### config.mk
export PLATFORM = sky130hd
export DESIGN_NAME = ternary_mvm_ctrl_flat
export DESIGN_NICKNAME = d
export VERILOG_FILES = /design/src/rtl/tmvm_pkg.sv /design/src/rtl/ternary_mvm_ctrl_if.sv /design/src/rtl/tmvm_wload.sv /design/src/rtl/ternary_mvm_ctrl.sv /design/src/flat_wrapper.sv
export SDC_FILE = /design/constraint.sdc
export NUM_CORES = 1
export LEC_CHECK = 0
export ABC_AREA = 1
export CAP_MARGIN = 20
export CORE_MARGIN = 2
export CORE_UTILIZATION = 48
export DETAILED_ROUTE_END_ITERATION = 6
export PLACE_DENSITY_LB_ADDON = 0.1
export RECOVER_POWER = 100
export SETUP_SLACK_MARGIN = 0.02
export SLEW_MARGIN = 25
export SYNTH_ARGS = -nofsm -noshare
export SYNTH_HDL_FRONTEND = slang
export SYNTH_HIERARCHICAL = 1
export SYNTH_SLANG_ARGS = --single-unit
### constraint.sdc
create_clock -name clk -period 3 [get_ports clk]
set_input_delay 0.6 -clock clk [delete_from_list [all_inputs] [get_ports clk]]
set_output_delay 0.6 -clock clk [all_outputs]
set_load 0.01 [all_outputs]
### src/rtl/tmvm_pkg.sv
// Shared types and constants for the ternary matrix-vector multiplier controller.
package tmvm_pkg;

    localparam int unsigned DEF_IN_LEN    = 16;
    localparam int unsigned DEF_OUT_LEN   = 8;
    localparam int unsigned DEF_BIT_WIDTH = 8;

    typedef enum logic [2:0] {
        IDLE  = 3'd0,
        CLEAR = 3'd1,
        LOAD  = 3'd2,
        RUN   = 3'd3,
        DRAIN = 3'd4
    } state_t;

    localparam logic [1:0] W_ZERO = 2'b00;
    localparam logic [1:0] W_POS  = 2'b01;
    localparam logic [1:0] W_NEG  = 2'b11;
    localparam logic [1:0] W_ILL  = 2'b10;

    function automatic int unsigned wbytes(input int unsigned in_len, input int unsigned out_len);
        return (2 * in_len * out_len) / 8;
    endfunction

    localparam int unsigned WBYTES = wbytes(DEF_IN_LEN, DEF_OUT_LEN);

    // Illegal codes are stored as zero weights.
    function automatic logic [1:0] sanitize(input logic [1:0] code);
        return (code == W_ILL) ? W_ZERO : code;
    endfunction

endpackage

### src/rtl/ternary_mvm_ctrl_if.sv
// Bundle of I/O-shim and multiplier-side signals around the ternary MVM controller.
interface ternary_mvm_ctrl_if #(
    parameter int unsigned IN_LEN    = 16,
    parameter int unsigned OUT_LEN   = 8,
    parameter int unsigned BIT_WIDTH = 8
);
    localparam int unsigned IDX_W = $clog2(OUT_LEN);
    localparam int unsigned W_W   = 2 * IN_LEN * OUT_LEN;

    logic                   load_i;
    logic [7:0]             wbyte_i;
    logic                   wbyte_valid_i;
    logic                   wbyte_ready_o;
    logic [2*BIT_WIDTH-1:0] x_i;
    logic                   x_valid_i;
    logic                   x_last_i;
    logic                   x_ready_o;
    logic                   mult_rst_n_o;
    logic                   mult_en_o;
    logic [2*BIT_WIDTH-1:0] mult_x_o;
    logic [W_W-1:0]         mult_w_o;
    logic [BIT_WIDTH-1:0]   mult_y_i;
    logic [BIT_WIDTH-1:0]   y_o;
    logic                   y_valid_o;
    logic [IDX_W-1:0]       y_idx_o;
    logic                   y_last_o;
    logic                   w_loaded_o;
    logic                   w_err_o;
    logic                   busy_o;

    modport slave (
        input  load_i, wbyte_i, wbyte_valid_i, x_i, x_valid_i, x_last_i, mult_y_i,
        output wbyte_ready_o, x_ready_o, mult_rst_n_o, mult_en_o, mult_x_o, mult_w_o,
               y_o, y_valid_o, y_idx_o, y_last_o, w_loaded_o, w_err_o, busy_o
    );

    modport master (
        output load_i, wbyte_i, wbyte_valid_i, x_i, x_valid_i, x_last_i, mult_y_i,
        input  wbyte_ready_o, x_ready_o, mult_rst_n_o, mult_en_o, mult_x_o, mult_w_o,
               y_o, y_valid_o, y_idx_o, y_last_o, w_loaded_o, w_err_o, busy_o
    );

endinterface

### src/rtl/tmvm_wload.sv
// Weight byte unpacker: four 2-bit codes per byte, LSB-first, into the flat weight register array.
module tmvm_wload
    import tmvm_pkg::*;
#(
    parameter int unsigned IN_LEN  = DEF_IN_LEN,
    parameter int unsigned OUT_LEN = DEF_OUT_LEN
) (
    input  logic                        clk,
    input  logic                        rst,
    input  logic                        clear,
    input  logic                        wr_en,
    input  logic [7:0]                  wbyte,
    output logic [2*IN_LEN*OUT_LEN-1:0] w,
    output logic                        loaded,
    output logic                        err,
    output logic                        byte_last_c
);
    localparam int unsigned NBYTES = wbytes(IN_LEN, OUT_LEN);
    localparam int unsigned CNT_W  = $clog2(NBYTES);

    logic [CNT_W-1:0] cnt;
    logic             ill_c;

    assign byte_last_c = wr_en && (cnt == CNT_W'(NBYTES - 1));

    always_comb begin
        ill_c = 1'b0;
        for (int j = 0; j < 4; j++) begin
            if (wbyte[{2'(j), 1'b0} +: 2] == W_ILL) ill_c = 1'b1;
        end
    end

    // Byte k lands at weights 4k..4k+3, i.e. bit offset {k, j, 0}.
    always_ff @(posedge clk) begin
        if (rst) begin
            w      <= '0;
            cnt    <= '0;
            loaded <= 1'b0;
            err    <= 1'b0;
        end else if (clear) begin
            cnt    <= '0;
            loaded <= 1'b0;
            err    <= 1'b0;
        end else if (wr_en) begin
            for (int j = 0; j < 4; j++) begin
                w[{cnt, 2'(j), 1'b0} +: 2] <= sanitize(wbyte[{2'(j), 1'b0} +: 2]);
            end
            if (ill_c)       err    <= 1'b1;
            if (byte_last_c) loaded <= 1'b1;
            cnt <= cnt + CNT_W'(1);
        end
    end

endmodule

### src/rtl/ternary_mvm_ctrl.sv
// Sequencer for the ternary MVM: weight load, pairwise input streaming, zero-flush drain and output tagging.
module ternary_mvm_ctrl
    import tmvm_pkg::*;
#(
    parameter int unsigned IN_LEN    = DEF_IN_LEN,
    parameter int unsigned OUT_LEN   = DEF_OUT_LEN,
    parameter int unsigned BIT_WIDTH = DEF_BIT_WIDTH
) (
    input  logic               clk,
    input  logic               rst,
    ternary_mvm_ctrl_if.slave  bus
);
    localparam int unsigned    PH_W    = $clog2(OUT_LEN);
    localparam logic [PH_W-1:0] PH_LAST = PH_W'(OUT_LEN - 1);

    state_t                     state;
    state_t                     state_nx;
    logic [PH_W-1:0]            phase;
    logic                       pending;
    logic                       clear_c;
    logic                       wr_en_c;
    logic                       x_ready_c;
    logic                       accept_c;
    logic                       en_c;
    logic                       byte_last_c;
    logic [2*IN_LEN*OUT_LEN-1:0] w;
    logic                       loaded;
    logic                       err;

    tmvm_wload #(.IN_LEN(IN_LEN), .OUT_LEN(OUT_LEN)) u_wload (
        .clk         (clk),
        .rst         (rst),
        .clear       (clear_c),
        .wr_en       (wr_en_c),
        .wbyte       (bus.wbyte_i),
        .w           (w),
        .loaded      (loaded),
        .err         (err),
        .byte_last_c (byte_last_c)
    );

    always_ff @(posedge clk) begin
        if (rst) state <= IDLE;
        else     state <= state_nx;
    end

    // A load request in IDLE takes priority over an arriving input pair.
    always_comb begin
        state_nx = state;
        case (state)
            IDLE: begin
                if (bus.load_i)    state_nx = CLEAR;
                else if (accept_c) state_nx = RUN;
            end
            CLEAR: state_nx = LOAD;
            LOAD:  if (byte_last_c) state_nx = IDLE;
            RUN:   if (accept_c && bus.x_last_i && (phase == PH_LAST)) state_nx = DRAIN;
            DRAIN: if (phase == PH_LAST) state_nx = IDLE;
            default: state_nx = IDLE;
        endcase
    end

    always_comb begin
        x_ready_c = 1'b0;
        clear_c   = 1'b0;
        wr_en_c   = 1'b0;
        case (state)
            IDLE:    x_ready_c = loaded && !bus.load_i;
            CLEAR:   clear_c   = 1'b1;
            LOAD:    wr_en_c   = bus.wbyte_valid_i;
            RUN:     x_ready_c = 1'b1;
            default: ;
        endcase
        accept_c = bus.x_valid_i && x_ready_c;
        en_c     = accept_c || (state == DRAIN);
    end

    assign bus.wbyte_ready_o = (state == LOAD);
    assign bus.x_ready_o     = x_ready_c;
    assign bus.mult_en_o     = en_c;
    assign bus.mult_x_o      = (state == DRAIN) ? '0 : bus.x_i;
    assign bus.mult_rst_n_o  = !(rst || (state == CLEAR));
    assign bus.mult_w_o      = w;
    assign bus.w_loaded_o    = loaded;
    assign bus.w_err_o       = err;
    assign bus.busy_o        = (state != IDLE);

    // Results of the previous vector appear on mult_y_i in element order, one per enabled edge.
    always_ff @(posedge clk) begin
        if (rst) begin
            phase         <= '0;
            pending       <= 1'b0;
            bus.y_o       <= '0;
            bus.y_valid_o <= 1'b0;
            bus.y_idx_o   <= '0;
            bus.y_last_o  <= 1'b0;
        end else begin
            bus.y_valid_o <= 1'b0;
            bus.y_last_o  <= 1'b0;
            if (clear_c) begin
                phase   <= '0;
                pending <= 1'b0;
            end else if (en_c) begin
                phase <= phase + PH_W'(1);
                if (pending) begin
                    bus.y_valid_o <= 1'b1;
                    bus.y_idx_o   <= phase;
                    bus.y_o       <= bus.mult_y_i;
                    bus.y_last_o  <= (state == DRAIN) && (phase == PH_LAST);
                end
                // Wrap in RUN arms output tagging; the end of DRAIN disarms it for the next batch.
                if (phase == PH_LAST) pending <= (state != DRAIN);
            end
        end
    end

endmodule

### src/flat_wrapper.sv
// flat-port wrapper written by rule: the top's interface ports become plain ports
module ternary_mvm_ctrl_flat import tmvm_pkg::*;
#(
    parameter int unsigned IN_LEN    = DEF_IN_LEN,
    parameter int unsigned OUT_LEN   = DEF_OUT_LEN,
    parameter int unsigned BIT_WIDTH = DEF_BIT_WIDTH
)
  (clk, rst, bus_load_i, bus_wbyte_i, bus_wbyte_valid_i, bus_x_i, bus_x_valid_i, bus_x_last_i, bus_mult_y_i, bus_wbyte_ready_o, bus_x_ready_o, bus_mult_rst_n_o, bus_mult_en_o, bus_mult_x_o, bus_mult_w_o, bus_y_o, bus_y_valid_o, bus_y_idx_o, bus_y_last_o, bus_w_loaded_o, bus_w_err_o, bus_busy_o);
  ternary_mvm_ctrl_if #(.IN_LEN(IN_LEN), .OUT_LEN(OUT_LEN), .BIT_WIDTH(BIT_WIDTH)) bus_i ();
  input  logic clk;
  input  logic rst;
  input wire logic [$bits(bus_i.load_i)-1:0] bus_load_i;
  input wire logic [$bits(bus_i.wbyte_i)-1:0] bus_wbyte_i;
  input wire logic [$bits(bus_i.wbyte_valid_i)-1:0] bus_wbyte_valid_i;
  input wire logic [$bits(bus_i.x_i)-1:0] bus_x_i;
  input wire logic [$bits(bus_i.x_valid_i)-1:0] bus_x_valid_i;
  input wire logic [$bits(bus_i.x_last_i)-1:0] bus_x_last_i;
  input wire logic [$bits(bus_i.mult_y_i)-1:0] bus_mult_y_i;
  output wire logic [$bits(bus_i.wbyte_ready_o)-1:0] bus_wbyte_ready_o;
  output wire logic [$bits(bus_i.x_ready_o)-1:0] bus_x_ready_o;
  output wire logic [$bits(bus_i.mult_rst_n_o)-1:0] bus_mult_rst_n_o;
  output wire logic [$bits(bus_i.mult_en_o)-1:0] bus_mult_en_o;
  output wire logic [$bits(bus_i.mult_x_o)-1:0] bus_mult_x_o;
  output wire logic [$bits(bus_i.mult_w_o)-1:0] bus_mult_w_o;
  output wire logic [$bits(bus_i.y_o)-1:0] bus_y_o;
  output wire logic [$bits(bus_i.y_valid_o)-1:0] bus_y_valid_o;
  output wire logic [$bits(bus_i.y_idx_o)-1:0] bus_y_idx_o;
  output wire logic [$bits(bus_i.y_last_o)-1:0] bus_y_last_o;
  output wire logic [$bits(bus_i.w_loaded_o)-1:0] bus_w_loaded_o;
  output wire logic [$bits(bus_i.w_err_o)-1:0] bus_w_err_o;
  output wire logic [$bits(bus_i.busy_o)-1:0] bus_busy_o;
  assign bus_i.load_i = bus_load_i;
  assign bus_i.wbyte_i = bus_wbyte_i;
  assign bus_i.wbyte_valid_i = bus_wbyte_valid_i;
  assign bus_i.x_i = bus_x_i;
  assign bus_i.x_valid_i = bus_x_valid_i;
  assign bus_i.x_last_i = bus_x_last_i;
  assign bus_i.mult_y_i = bus_mult_y_i;
  assign bus_wbyte_ready_o = bus_i.wbyte_ready_o;
  assign bus_x_ready_o = bus_i.x_ready_o;
  assign bus_mult_rst_n_o = bus_i.mult_rst_n_o;
  assign bus_mult_en_o = bus_i.mult_en_o;
  assign bus_mult_x_o = bus_i.mult_x_o;
  assign bus_mult_w_o = bus_i.mult_w_o;
  assign bus_y_o = bus_i.y_o;
  assign bus_y_valid_o = bus_i.y_valid_o;
  assign bus_y_idx_o = bus_i.y_idx_o;
  assign bus_y_last_o = bus_i.y_last_o;
  assign bus_w_loaded_o = bus_i.w_loaded_o;
  assign bus_w_err_o = bus_i.w_err_o;
  assign bus_busy_o = bus_i.busy_o;
  ternary_mvm_ctrl #(.IN_LEN(IN_LEN), .OUT_LEN(OUT_LEN), .BIT_WIDTH(BIT_WIDTH)) u_core (.clk(clk), .rst(rst), .bus(bus_i));
endmodule
# Word level (Yosys, flattened, before mapping)
# Cells that the tools add are included.
totals:
  register_bits: 283
classes:
  n_addsub: 6
  n_eq_ne: 15
  shift: 8
  n_mux: 23
  bitwise_logic: 3
  reduce_logical: 21
ops:
  columns: ["cell", "n"]
  rows:
  - ["$bwmux W256", 4]
  - ["$shift A2 B10 Y256 const A", 4]
  - ["$shiftx A2 B10 Y256", 4]
  - ["$neg A8 Y10", 4]
  - ["$mux W16", 1]
  - ["$mux W3", 5]
  - ["$pmux W3 S5", 1]
  - ["$eq A2 B2 Y1 const B", 4]
  - ["$mux W2", 4]
  - ["$reduce_and A2 Y1", 4]
  - ["$mux W1", 7]
  - ["$eq A3 B2 Y1 const B", 2]
  - ["$eq A3 B3 Y1 const B", 2]
  - ["$logic_and A1 B1 Y1", 6]
  - ["$ne A2 B1 Y1 const B", 3]
  - ["$add A5 B1 Y5 const B", 1]
  - ["$eq A5 B5 Y1 const B", 1]
  - ["$reduce_and A4 Y1", 1]
  - ["$reduce_or A4 Y1", 1]
  - ["$add A3 B1 Y3 const B", 1]
  - ["$eq A3 B1 Y1 const B", 1]
  - ["$logic_not A3 Y1", 1]
  - ["$ne A3 B2 Y1 const B", 1]
  - ["$ne A3 B3 Y1 const B", 1]
  - ["other kinds (8)", 12]

# Depth between registers and ports, before layout
depth:
  depth_word: 8
  mapped_depth: 13
  ltp_nobuf: 12

# By module
# The synthesis kept the hierarchy.
by_module_without_submodules:
  columns: ["module", "instances", "cells_per_inst", "area_per_inst_um2", "seq_area_each_um2"]
  rows:
  - ["tmvm_wload", 1, 1424, 10463.8, 5265.0]
  - ["ternary_mvm_ctrl", 1, 177, 1163.6, 400.4]

# Worst setup path after synthesis
# OpenSTA, ideal clock, no wires.
synth_path:
  kind: "register to register"
  start: "register u_core.u_wload.cnt[1]"
  end: "register u_core.u_wload.w[33]"
  setup_time_ps: 115
  t_arrival_ps: 2142
  t_required_ps: 2885
  slack_ps: 743
  stages_incl_launch_ff: 12
  path_buffers: 1
  period_less_slack_ps: 2257
  cell_sequence: "dfxtp_1 buf_2 inv_1 ha_1 ha_1 clkinv_1 nor2_1 nand2_1 nor2_2 nand2_1 o21ai_1 nor2_1"
synth_between:
  elab_chain_len: 6
  word_cells_on_any_way: 16
  cone_classes: "4 x add/sub; 8 x shift; 4 x mux"
synth_rtl:
  columns: ["element", "line", "source"]
  rows:
  - ["from (decl)", "tmvm_wload.sv:21", "logic [CNT_W-1:0] cnt;"]
  - ["from (signal assigned)", "tmvm_wload.sv:50", "cnt <= cnt + CNT_W'(1);"]
  - ["$neg A8 Y10", "tmvm_wload.sv:46", "w[{cnt, 2'(j), 1'b0} +: 2] <= sanitize(wbyte[{2'(j), 1'b0} +: 2]);"]
  - ["$shiftx A2 B10 Y256 or $shift A2 B10 Y256 (tied branches)", "tmvm_wload.sv:46", null]
  - ["$bwmux W256 (3 in series)", "tmvm_wload.sv:46", null]
  - ["$bwmux W256 *", "tmvm_wload.sv:46", null]
  - ["to (signal, indexed assignment)", "tmvm_wload.sv:46", null]
  - ["to (decl)", "tmvm_wload.sv:13", "output logic [2*IN_LEN*OUT_LEN-1:0] w,"]
# Every way passes the cells marked *; elsewhere a longest branch is shown, timed or not.
# A chain may end at the register's enable or synchronous reset.

# Worst setup path after layout
layout_path:
  start: "register u_core.state[1]"
  end: "output bus_mult_x_o[1]"
layout_between:
  elab_chain_len: 2
layout_rtl:
  columns: ["element", "line", "source"]
  rows:
  - ["from (decl)", "ternary_mvm_ctrl.sv:16", "state_t state;"]
  - ["from (signal assigned)", "ternary_mvm_ctrl.sv:44", "else state <= state_nx;"]
  - ["$eq A3 B3 Y1", "ternary_mvm_ctrl.sv:81", "assign bus.mult_x_o = (state == DRAIN) ? '0 : bus.x_i;"]
  - ["$mux W16", "ternary_mvm_ctrl.sv:81", null]
  - ["to (decl)", "flat_wrapper.sv:23", "output wire logic [$bits(bus_i.mult_x_o)-1:0] bus_mult_x_o;"]
# Every way passes these cells.

==> summary.json <==
{
  "sta": {
    "final.period_utilization": 0.955,
    "clock_skew_ns": 0.00924,
    "period_minus_slack_ns": 2.86,
    "grt_setup_unrepaired": "false",
    "final_max_tran_viols": 75,
    "hold_viol": 0,
    "worst_pin_slew_ns": 1.68,
    "fmax_ghz": 0.349,
    "setup_total_negative_slack_ns": 0,
    "timing.slew.headroom": -0.117,
    "finalSetupViolations": 0,
    "setup_slack_ns": 0.136
  },
  "synthesis": {
    "synth_edf_count": 0,
    "synth-seq-cells": 283,
    "synth_async_sr_flop_share": 0,
    "yosys.area.top_type": "sky130_fd_sc_hd__dfxtp_1",
    "post_synth_main_area_contributors": "sky130_fd_sc_hd__dfxtp_1 (49%), sky130_fd_sc_hd__nand2_1 (10%), sky130_fd_sc_hd__nor2_1 (10%), sky130_fd_sc_hd__a21oi_1 (6.9%), sky130_fd_sc_hd__o21ai_0 (5.5%)",
    "synthFlopType": "sky130_fd_sc_hd__dfxtp_1",
    "ys_seq_area_frac": 0.487,
    "post_synth.cell_area_avg_um2": 7.26,
    "netlist_top_cells_count": "sky130_fd_sc_hd__nand2_1 (323), sky130_fd_sc_hd__nor2_1 (322), sky130_fd_sc_hd__dfxtp_1 (283)",
    "yosysWarnings": 6,
    "netlist-cell-type-count": 34,
    "post-synth-top-area-fraction": 0.487,
    "post_synth_instance_area_mm2": 0.0116,
    "syn_inst": 1601,
    "post-synth-top-count-cell": "sky130_fd_sc_hd__nand2_1",
    "synth.net_count": 1651
  },
  "outcome": {
    "status": "finished with violations",
    "failed_checks": "capacitance limit, slew limit"
  },
  "global_route": {
    "total_gr_overflow": 0,
    "grt_first_pass_wirelength_um": 59000,
    "maximum_number_of_pins_on_one_net_before_global_route_repair": 75,
    "global_route.usage.total": 0.283,
    "via_count_of_the_first_global_routing_pass": 11000,
    "initial_antenna_violation_count": 0
  },
  "drt": {
    "drcViolationCount": 0,
    "top_layer": "met4",
    "via_count": 11700,
    "route.met3.wl_um": 2970,
    "met1_wirelength_um": 15200,
    "met2_wirelength_um": 17800,
    "initialDrtViolationCount": 958,
    "avgViaCountPerCell": 5.13,
    "length_of_the_first_detailed_routing_pass_in_iterations": 5,
    "ant_nets": 0,
    "wl_per_cell_um": 16.3,
    "totalWireLength_um": 37100
  },
  "worst_setup_path": {
    "worstPathCellList": "nor2_2 -> nand2_2 -> clkinvlp_4 -> buf_4 -> nor2_1 -> dlygate4sd3_1",
    "cp-startpoint": "u_core/state[1]",
    "worstPathMaxFanout": 16,
    "timing.critical_path.required_ns": 2.40,
    "critPathArrivalTime_ns": 2.26,
    "critPathKind": "flop to output port",
    "setup.worst_path.end_class": "output port",
    "cp_slowest_cell": "sky130_fd_sc_hd__dlygate4sd3_1",
    "worst_setup_path_start_kind": "flop",
    "crit_path_max_incr_delay_ns": 0.62,
    "reg2reg_from": "u_core/state[2]"
  },
  "placed_design": {
    "io_buffers": 329,
    "gp_routability_congestion": 0.890,
    "preCtsSetupSlack_ns": 0.297,
    "place.detailed.hpwl_um": 27000
  },
  "final_layout": {
    "diodes": 0,
    "share_of_cells_above_drive_strength_1": 0.0517,
    "nNetsFinal": 1985,
    "synthToLayoutAreaGrowth_pct": 38.4,
    "filler_cell_count": 2133,
    "core_occupancy_in_the_finished_layout": 0.682
  },
  "cts": {
    "htree_levels": 1,
    "cts_root_buffer": "sky130_fd_sc_hd__clkbuf_16",
    "cts.reportedPaths.clkPinSlew_ns": 0.06,
    "clock_insertion_delay_worst_skew_ns": 0.55,
    "cts_buffers": 29,
    "tritoncts": "built",
    "clock_sink_count": 283,
    "cts-root-to-sink-buffers": 3
  },
  "die": {
    "i_o_pins": 330,
    "core_mm2": 0.0236,
    "core.rowCount": 56,
    "die_outline_area_mm2": 0.0255,
    "overall_die_height_um": 160,
    "initial_utilization": 0.492,
    "die_width_um": 160
  },
  "flow_run": {
    "drv.max_cap_violation_count": 1
  },
  "power_and_ir_drop": {
    "cellPowerDensity_mw_per_mm2": 564,
    "worst_ir_drop_vdd_uv": 429,
    "power.leakage_uw": 0.00750,
    "p_total_uw": 9070
  },
  "hold_path": {
    "hold_startpoint": "u_core/u_wload/err",
    "worst_hold_check_path_type": "flop to flop"
  }
}
sequential cells by signal (all words and copies together) (netlist names):
register and count:
u_core/bus.y_last_o 1, u_core/bus.y_idx_o 3, u_core/phase 3, u_core/pending 1
u_core/bus.y_o 8, u_core/bus.y_valid_o 1, u_core/state 3, u_core/u_wload/w 256
u_core/u_wload/err 1, u_core/u_wload/loaded 1, u_core/u_wload/cnt 5
stage by stage:
step,area [µm²],cells,hold slack [ns]
after floorplan,11600,1601,0.471
after global placement,15200,2222,0.441
after detailed placement,15200,2222,0.442
after CTS,16200,2273,0.382
after global routing,16100,2274,0.486
final,16100,2274,0.444
placed cells by master, fill, tap and decap left out, types with 2 or more instances in the layout:
cell | synthesis | final
sky130_fd_sc_hd__nand3_2 | 3 | 2
sky130_fd_sc_hd__inv_2 | 16 | 5
sky130_fd_sc_hd__clkinvlp_4 | 0 | 2
sky130_fd_sc_hd__nor2_1 | 322 | 344
sky130_fd_sc_hd__clkbuf_8 | 1 | 7
sky130_fd_sc_hd__a21oi_1 | 160 | 160
sky130_fd_sc_hd__a211oi_1 | 15 | 15
sky130_fd_sc_hd__clkbuf_1 | 25 | 12
sky130_fd_sc_hd__clkdlybuf4s50_1 | 0 | 38
sky130_fd_sc_hd__o21ai_0 | 128 | 131
sky130_fd_sc_hd__nor4_1 | 8 | 8
sky130_fd_sc_hd__clkbuf_2 | 0 | 4
sky130_fd_sc_hd__nand2_4 | 4 | 3
sky130_fd_sc_hd__a21oi_2 | 4 | 4
sky130_fd_sc_hd__clkbuf_16 | 0 | 29
sky130_fd_sc_hd__o21ai_1 | 6 | 3
sky130_fd_sc_hd__clkinv_1 | 5 | 4
sky130_fd_sc_hd__nand3_1 | 62 | 63
sky130_fd_sc_hd__ha_1 | 12 | 12
sky130_fd_sc_hd__nand2_1 | 323 | 327
sky130_fd_sc_hd__inv_4 | 1 | 2
sky130_fd_sc_hd__nor2_2 | 18 | 3
sky130_fd_sc_hd__dlygate4sd3_1 | 0 | 290
sky130_fd_sc_hd__inv_1 | 137 | 147
sky130_fd_sc_hd__dfxtp_1 | 283 | 283
sky130_fd_sc_hd__nand2_2 | 6 | 3
sky130_fd_sc_hd__nor3_1 | 11 | 11
sky130_fd_sc_hd__bufinv_16 | 0 | 4
sky130_fd_sc_hd__nor2_4 | 11 | 4
sky130_fd_sc_hd__buf_4 | 8 | 20
sky130_fd_sc_hd__nand4_1 | 5 | 5
sky130_fd_sc_hd__clkinv_2 | 0 | 5
worst paths after layout:
| kind | end | slack (ns) | cells past startpoint |
|---|---|---|---|
| worst max-delay path | bus_mult_x_o[1] | 0.14 | 6 |
| worst min-delay path | u_core/u_wload/err | 0.44 | 2 |
| worst max register to register | u_core/u_wload/w[83] | 0.25 | 11 |
| worst min register to register | u_core/u_wload/err | 0.44 | 2 |
worst max-delay path, delay by kind of cell (launching register included):
kind | cells | cell delay [ns]
flops | 1 | 0.43
buf+inv | 3 | 0.92
simple gates | 3 | 0.36
per-layer routing:
layer	vias up	track usage
met5	-	0
met4	0	0.0868
met3	78	0.0597
met2	470	0.480
met1	5354	0.361
li1	5766	-
repair_timing:
action	in CTS	in global routing
hold buffers	0	0
setup endpoints to repair	0	16
setup buffers	0	1
hold endpoints to repair	0	0
gates resized for setup	0	2
report_power, final:
part / internal (µW) / switching [µW] / total [µW]
combinational: 435 / 997 / 1430
sequential: 3820 / 57.9 / 3880
clock: 2280 / 1490 / 3760
cell families after synthesis:
group / Yosys count / share of synthesized area
flip-flops: 283 / 0.487
buffers and inverters: 216 / 0.0791
AND/OR/NAND/NOR: 776 / 0.281
adder cells (fa/ha/maj): 12 / 0.0129
AO/OA/AOI/OAI: 314 / 0.140
area by class of cell:
cell class              instances  area [µm²]  area share
repair buffers                360        3500       0.217
flip-flops and latches        283        5670       0.352
clock inverters                10         153     0.00948
well taps                     319         399      0.0248
inverters                     159         606      0.0376
clock buffers                  41         841      0.0522
multi-input cells            1102        4930       0.306
(Power assumes the default switching activity.)
==> RTL edit, RTL diff (same flow settings) <==
Set the package constant `DEF_BIT_WIDTH` to 12 (it was 8).
--- a/src/rtl/tmvm_pkg.sv
+++ b/src/rtl/tmvm_pkg.sv
@@ -4,5 +4,5 @@
     localparam int unsigned DEF_IN_LEN    = 16;
     localparam int unsigned DEF_OUT_LEN   = 8;
-    localparam int unsigned DEF_BIT_WIDTH = 8;
+    localparam int unsigned DEF_BIT_WIDTH = 12;
 
     typedef enum logic [2:0] {
Interface: changed (resized bus_mult_x_o, bus_mult_y_i, bus_x_i and bus_y_o); port bits go from 330 to 354. No check against the original RTL was run, so the function may have changed too.
==> RTL edit against the original RTL <==
The flow still finishes with violations (capacitance limit, slew limit). Clock power is 1% lower. Maximum frequency up 1.1%. Cell area is 3.1% higher. Sequential cell count grew 4. Synthesized area up 2.1%. Total power up 1.4%. Routed wire length is 2.7% higher. Setup slack better by 0.031 ns. Critical endpoint is now bus_mult_x_o[5]. Largest cell class unchanged. Highest routed layer unchanged.
==> RTL edit: results (changes against the original RTL) <==
stage	metric	value	unit	change
yosys	yosysSeqAreaShare	48.4	%	was 48.7%
status	violations	capacitance limit, slew limit		unchanged
pwr	power_switching	2.62	mW	was 2.54 mW
place	pre_cts_slack	0.277	ns	was 0.297 ns
finish	reg_top3	u_core/u_wload/w x256, u_core/bus.y_o x12, u_core/u_wload/cnt x5		was u_core/u_wload/w x256, u_core/bus.y_o x8, u_core/u_wload/cnt x5
sta	finalWorstSetupSlack	0.167	ns	was 0.136 ns
route	viasPerCell	5.13		about the same
setup_path	path_delay_family	buffers and inverters		unchanged
place	gp_congestion	0.945		was 0.890
setup_path	rr_startpoint	u_core/u_wload/cnt[0]		was u_core/state[2]
global_routing	grt_pass1_wl	59.5	mm	was 59.0 mm
min_path	hp-start	rst		was u_core/u_wload/err
setup_path	crit_fanout	6		was 16
setup_path	crit_arrival	2.23	ns	was 2.26 ns
min_path	min_to	u_core/pending		was u_core/u_wload/err
min_path	min_path_type	in2reg		was reg2reg
route	routedWlPerCell	16.2	um	was 16.3 um
sta	fin_skew	0.0262	ns	was 0.00924 ns
yosys	synthesis.nets	1706		was 1651
sta	drv_slew	35		was 75
place	portBuffers	353		was 329
global_routing	met2_usage	49.4	%	was 48.0%
global_routing	track_usage	28.3	%	about the same
status	status	complete, but fails checks		unchanged
sta	relSlewSlack	-0.135	%	was -11.7%
route	first_iter_violations	781		was 958
setup_path	cp-endpoint	bus_mult_x_o[5]		was bus_mult_x_o[1]
yosys	yosysMostFrequentCell	nor2_1		was nand2_1
setup_path	rr_endpoint	u_core/u_wload/w[145]		was u_core/u_wload/w[83]
place	dp_hpwl	27.9	mm	was 27.0 mm
setup_path	crit_start	u_core/state[0]		was u_core/state[1]
route	wl_met3	3.08	mm	was 2.97 mm
sta	whs	0.434	ns	was 0.444 ns
pwr	ir_drop	0.387	mV	was 0.429 mV
pwr	p_leak	7.73	nW	was 7.50 nW
route	routed-wl-met2	18.6	mm	was 17.8 mm
route	wl_met1	15.1	mm	was 15.2 mm
setup_path	rrSetupSlack	0.19	ns	was 0.25 ns
min_path	hold_path_depth	4		was 2
setup_path	r2r_cells	9		was 11
yosys	ys_top_cells_by_count	nor2_1 (336), nand2_1 (328), dfxtp_1 (287), a21oi_1 (163), inv_1 (147)		was nand2_1 (323), nor2_1 (322), dfxtp_1 (283), a21oi_1 (160), inv_1 (137)
global_routing	grt_pass1_vias	11200		was 11000
finish	drive_gt1_share	5.04	%	was 5.17%
cts	cts_made_buffers	30		was 29
global_routing	grtUsageMet1	34.3	%	was 36.1%
global_routing	grt_max_degree	63		was 75
finish	final_nets	2064		was 1985
flow_run	cap_violations	1		unchanged
==> RTL edit: cell count changes in the layout (fill, tap and decap cells not counted), moves of 3 or more <==
cell,change
nand2_1,+4
clkdlybuf4s50_1,+15
nor2_2,+4
inv_1,+11
clkbuf_1,+8
dfxtp_1,+4
dlygate4sd3_1,+9
a21oi_1,+3
nor2_1,+11
clkbuf_2,-3
nand3_2,+3
==> RTL edit: stage by stage <==
stage | instance area [um^2] | total power, mW | cells | util (%)
CTS | 16700 | 9.30 | 2344 | 68.8
global route | 16600 | 9.57 | 2348 | 68.2
global placement | 15700 | 5.56 | 2287 | 64.5
floorplan | 11900 | 5.01 | 1644 | -
detailed placement | 15700 | 5.57 | 2287 | 64.5
finish | 16600 | 9.20 | 2348 | 68.2
==> RTL edit: power by group through the flow <==
stage,registers (mW),clock network [mW],logic (mW)
final,3.94,3.72,1.53
after global routing,3.95,3.95,1.67
after CTS,3.94,3.77,1.58
after detailed placement,4.03,0,1.55
after global placement,4.03,0,1.53
after floorplan,4.02,0,0.995
==> RTL edit: kinds of logic after synthesis <==
kind of cell,share of synthesized area (%)
AND/OR/NAND/NOR,28.2
adder cells (fa/ha/maj),1.26
buffers and inverters,8.24
AO/OA/AOI/OAI,13.9
flip-flops,48.4
==> RTL edit: what timing repair did <==
item	CTS	global route
pin swaps	0	0
setup endpoints to repair	24	24
buffers inserted	2	4
gates resized for setup	5	1
cloned	1	0
==> RTL edit: cell type report <==
class / instances / area (um^2)
fill: 2087 / 7730
sequential: 287 / 5750
multi-input combinational: 1127 / 5040
timing repair buffer: 385 / 3750
clock buffer: 44 / 853
inverter: 170 / 647
tap: 324 / 405
clock inverter: 10 / 140
timing repair inverter: 1 / 7.51
